`config.mk`:
```
export PLATFORM = sky130hd
export DESIGN_NAME = cmd_packet_assembler
export DESIGN_NICKNAME = d
export VERILOG_FILES = /design/src/rtl/cmd_packet_assembler.sv
export SDC_FILE = /design/constraint.sdc
export NUM_CORES = 1
export LEC_CHECK = 0
export BUFFER_PORTS_ARGS = -buffer_cell sky130_fd_sc_hd__buf_4
export CORE_MARGIN = 1.5
export CORE_UTILIZATION = 50
export CTS_BUF_LIST = sky130_fd_sc_hd__clkbuf_8 sky130_fd_sc_hd__clkbuf_16
export DETAILED_ROUTE_END_ITERATION = 12
export PLACE_DENSITY_LB_ADDON = 0.3
export SYNTH_ARGS = -nofsm -noshare
export SYNTH_HDL_FRONTEND = slang
export SYNTH_SLANG_ARGS = --single-unit
```
`constraint.sdc`:
```
create_clock -name clk -period 6 [get_ports clk]
set_input_delay 0.6 -clock clk [delete_from_list [all_inputs] [get_ports clk]]
set_output_delay 0.6 -clock clk [all_outputs]
set_load 0.02 [all_outputs]
```
`src/rtl/cmd_packet_assembler.sv`:
```
// Collects PACK_NUM received UART bytes into one packet and holds it until the
// downstream serializer accepts it. The last byte is a control byte decoded onto flag outputs.
module cmd_packet_assembler #(
    parameter int DATA_BIT     = 8,
    parameter int PACK_NUM     = 3,
    parameter int TIMEOUT_CLKS = 52100
) (
    input  logic                               clk,
    input  logic                               rst_n,
    input  logic [DATA_BIT-1:0]                i_data,
    input  logic                               i_rx_done_tick,
    input  logic                               i_ready,
    output logic [PACK_NUM*DATA_BIT-1:0]       o_packet,
    output logic                               o_valid,
    output logic                               o_start,
    output logic                               o_stop,
    output logic                               o_mode,
    output logic [3:0]                         o_channel,
    output logic [$clog2(PACK_NUM+1)-1:0]      o_byte_cnt,
    output logic                               o_timeout_tick,
    output logic                               o_overrun_tick,
    output logic [1:0]                         o_state
);

    localparam int CW = $clog2(PACK_NUM + 1);
    localparam int TW = (TIMEOUT_CLKS > 1) ? $clog2(TIMEOUT_CLKS) : 1;
    localparam int CB = (PACK_NUM - 1) * DATA_BIT;
    localparam logic [CW-1:0] LAST_BYTE = CW'(PACK_NUM - 1);
    localparam logic [TW-1:0] TO_LAST   = TW'(TIMEOUT_CLKS - 1);

    localparam logic [1:0] S_IDLE    = 2'd0;
    localparam logic [1:0] S_COLLECT = 2'd1;
    localparam logic [1:0] S_HOLD    = 2'd2;

    // Handshake: a packet transfers on any rising edge where o_valid and i_ready are both 1.
    logic [1:0]    state;
    logic [TW-1:0] to_cnt;

    assign o_state   = state;
    assign o_valid   = (state == S_HOLD);
    assign o_start   = o_valid & o_packet[CB + 0];
    assign o_stop    = o_valid & o_packet[CB + 1];
    assign o_mode    = o_valid & o_packet[CB + 2];
    assign o_channel = o_valid ? o_packet[CB + 3 +: 4] : 4'd0;

    // rst_n is an active-high asynchronous reset in this codebase despite its name.
    always_ff @(posedge clk or posedge rst_n) begin
        if (rst_n) begin
            state          <= S_IDLE;
            to_cnt         <= '0;
            o_packet       <= '0;
            o_byte_cnt     <= '0;
            o_timeout_tick <= 1'b0;
            o_overrun_tick <= 1'b0;
        end else begin
            o_timeout_tick <= 1'b0;
            o_overrun_tick <= 1'b0;
            case (state)
                S_IDLE: begin
                    to_cnt <= '0;
                    if (i_rx_done_tick) begin
                        o_packet[0 +: DATA_BIT] <= i_data;
                        o_byte_cnt              <= CW'(1);
                        state                   <= S_COLLECT;
                    end
                end
                S_COLLECT: begin
                    // A strobe on the expiry cycle takes priority over the timeout.
                    if (i_rx_done_tick) begin
                        o_packet[o_byte_cnt*DATA_BIT +: DATA_BIT] <= i_data;
                        o_byte_cnt <= o_byte_cnt + 1'b1;
                        to_cnt     <= '0;
                        if (o_byte_cnt == LAST_BYTE) begin
                            state <= S_HOLD;
                        end
                    end else if (to_cnt == TO_LAST) begin
                        state          <= S_IDLE;
                        o_packet       <= '0;
                        o_byte_cnt     <= '0;
                        to_cnt         <= '0;
                        o_timeout_tick <= 1'b1;
                    end else if (to_cnt != '1) begin
                        to_cnt <= to_cnt + 1'b1;
                    end
                end
                S_HOLD: begin
                    to_cnt <= '0;
                    if (i_ready) begin
                        // Release and, if a byte arrives now, start the next packet with it.
                        if (i_rx_done_tick) begin
                            o_packet[0 +: DATA_BIT] <= i_data;
                            o_byte_cnt              <= CW'(1);
                            state                   <= S_COLLECT;
                        end else begin
                            o_byte_cnt <= '0;
                            state      <= S_IDLE;
                        end
                    end else if (i_rx_done_tick) begin
                        o_overrun_tick <= 1'b1;
                    end
                end
                default: begin
                    state      <= S_IDLE;
                    to_cnt     <= '0;
                    o_byte_cnt <= '0;
                end
            endcase
        end
    end

endmodule

```
==> results.toml <==
[floorplan]
ioPinCount = 50
fp.dieH_um = 70.4
core_area_um2 = 4350
num_rows = 24
fp.dieW_um = 70.4
initial_core_util_pct = 52.1
die_area_um2 = 4950

[timing]
worst_pin_slew_ps = 912
setup-tns-final_ps = 0
setup_viol = 0
finalClockSkew_ps = 11.4
timing.final.max_slew_violations = 0
rsz0062_at_grt = "false"
finalHoldViolCount = 0
period_minus_slack_ps = 2270
fmax_mhz = 440
slew_headroom_pct = 39.1
fin_crit_sh_pct = 37.9

[synthesis]
synth_top_family_by_area = "simple AND/OR/NAND/NOR gates"
synth.avg_cell_area_um2 = 11.0
yosys.area_share.simple_pct = 21.6
synthAdderAreaFrac_pct = 2.76
ys_types = 49
synthArstFlopShare_pct = 100
synth-main-ff-cell = "dfrtp_1"
ys_ff_latch = 46
synth_xor_area_share_pct = 0.386
yosys_warnings = 0
synth_area_um2 = 2270
postSynthCellCount = 206
synth_nets = 223
synth_edf_count = 0
yosysSeqAreaShare_pct = 50.7
synth_compound_area_share_pct = 20.6
muxShareOfSynthArea_pct = 0.441

[clock_tree]
cts_resized = 0
cts_hold_buffers = 0
clock-sinks = 46
htreeDepth = 2
cts_buffers = 5
root_buffer = "clkbuf_8"
clkTransAtPathRegs_ps = 90
clock_latency_ps = 300
cts.path.max_buffers = 2
cts_tree = "built"
cts_setup_buffers = 0

[critical_path]
critPathTopFamily = "simple AND/OR/NAND/NOR gates"
reg2reg_from = "to_cnt[0]$_DFFE_PP0P_"
r2r-end = "o_byte_cnt[1]$_DFFE_PP0P_"
crit_chain = "nor2b_1 -> and2_1 -> buf_4"
crit_arrival_ps = 1670
crit_path_start_kind = "flop"
critPathSlowestCell = "dfrtp_1"
worstPathRequired_ps = 5400
slowest_delay_ps = 550
cp_max_fo = 10
crit_buf_inv = 1
path_class = "flop to output pin"
crit_path_end_kind = "output pin"
r2r_cells = 6
r2r_slack_ps = 3790

[route]
drc = 0
antenna_left = 0
via_per_inst = 6.02
drtPass1Iterations = 4
wl_per_cell_um = 15.9
vias = 1837
drt_iter0_drc = 184
routed_wl_um = 4850

[run]
maxCapViolations = 0

[pwr]
p_leak_nw = 1.29
p_per_area_nw_per_um2 = 405
max-vdd-ir-drop_v = 0.000140

[grt]
grt_pass1_wl_um = 8630
grt_usage_pct = 21.6
grt_pass1_vias = 1804
grt_start_max_net_pins = 47
antenna_found_initial = 0
overflow = 0

[finish]
layout-drive-gt1-share_pct = 27.7
synthToLayoutAreaGrowth_pct = 21.2
n_antenna_cell = 0
layout.nets = 269
n_fill_cell = 352
finish.utilization_pct = 63.1

[worst_hold_path]
hold_depth = 2
min_path_type = "input pin to flop"
min_to = "o_overrun_tick$_DFF_PP0_"
min-delay-start = "i_ready"

[placed_design]
gp_congestion = 0.875
hpwl_um = 3510
port_buffers = 49

[outcome]
status = "finished clean"
==> registers in the layout, indices dropped and copies added (netlist names) <==
name / cells
o_byte_cnt: 2
o_overrun_tick: 1
o_packet: 24
o_state: 2
o_timeout_tick: 1
to_cnt: 16
==> worst register-to-register path, stage by stage (launching register included) <==
cell	delay, ps
dfrtp_1	420
ha_1	290
or3b_2	540
o41ai_4	260
buf_4	290
o21ai_1	100
a32o_1	210
==> metrics by stage <==
stage	worst slack (ps)	power, mW	hold WS (ps)	instance area (µm²)	instances
3_5_place_dp	3800	0.927	496	2660	297
4_1_cts	3700	1.12	471	2750	305
6_report	3730	1.11	474	2750	305
5_1_grt	3520	1.18	478	2750	305
2_1_floorplan	3890	0.736	503	2270	206
3_3_place_gp	3870	0.919	491	2660	297
==> report_power, final <==
part / internal [mW] / switching (mW)
clock network: 0.0833 / 0.110
registers: 0.397 / 0.0670
logic: 0.211 / 0.244
==> cells by family (layout without fill, tap and decap cells) <==
| family | after synthesis | count (layout) |
|---|---|---|
| mux | 1 | 1 |
| simple gates | 77 | 77 |
| flops | 46 | 46 |
| compound gates | 58 | 58 |
| fa+ha+maj | 5 | 5 |
| xor+xnor | 1 | 1 |
| buf+inv | 18 | 65 |
==> routing by layer <==
layer / global-route usage, % / vias up / wire length, µm
li1: - / 873 / -
met1: 29.7 / 902 / 2200
met2: 34.4 / 55 / 2300
met3: 3.90 / 7 / 283
met4: 7.48 / 0 / 66
met5: 0 / - / 0
==> cell usage after synthesis, drive strengths merged (4+ instances only) <==
cell,instances,area [µm²]
a21oi,8,47.6
a22o,24,210
a31oi,4,25.0
and2,8,50.1
and3,5,31.3
clkbuf,8,30.0
dfrtp,46,1150
ha,5,62.6
inv,7,26.3
nand2,8,30.0
nand3,4,25.0
nand4,5,37.5
nor2,15,56.3
nor2b,7,43.8
nor3,5,25.0
nor4,4,55.1
o21ai,4,20.0
o31ai,4,30.0
or4,6,48.8
==> placed cells by master (no fill, tap or decap), types with 5 or more instances in the layout <==
cell type	n
nand2_1	8
and3_1	5
inv_1	5
nor2_1	15
a21oi_1	6
or4_1	5
nor2b_1	7
nor3_1	5
and2_1	8
buf_4	50
a22o_1	24
clkbuf_8	5
ha_1	5
dfrtp_1	46
==> worst max-delay path by stage <==
stage,to,cells after the start,from
detailed placement,o_byte_cnt[1]$_DFFE_PP0P_,6,to_cnt[0]$_DFFE_PP0P_
floorplan,o_channel[0],4,o_state[1]$_DFFE_PP0P_
global route,o_channel[0],3,o_state[1]$_DFFE_PP0P_
finish,o_mode,3,o_state[1]$_DFFE_PP0P_
global placement,o_byte_cnt[1]$_DFFE_PP0P_,6,to_cnt[0]$_DFFE_PP0P_
CTS,o_channel[3],3,o_state[1]$_DFFE_PP0P_
==> area by class of cell <==
| cell class | count | area (µm²) | share of cell area (%) |
|---|---|---|---|
| timing repair buffer | 50 | 375 | 13.7 |
| inverter | 7 | 26.3 | 0.956 |
| clock inverter | 3 | 23.8 | 0.865 |
| tap | 52 | 65.1 | 2.37 |
| sequential | 46 | 1150 | 41.9 |
| multi-input combinational | 142 | 1040 | 37.8 |
| clock buffer | 5 | 68.8 | 2.50 |
Note: power is estimated with default switching activity, not from simulation.
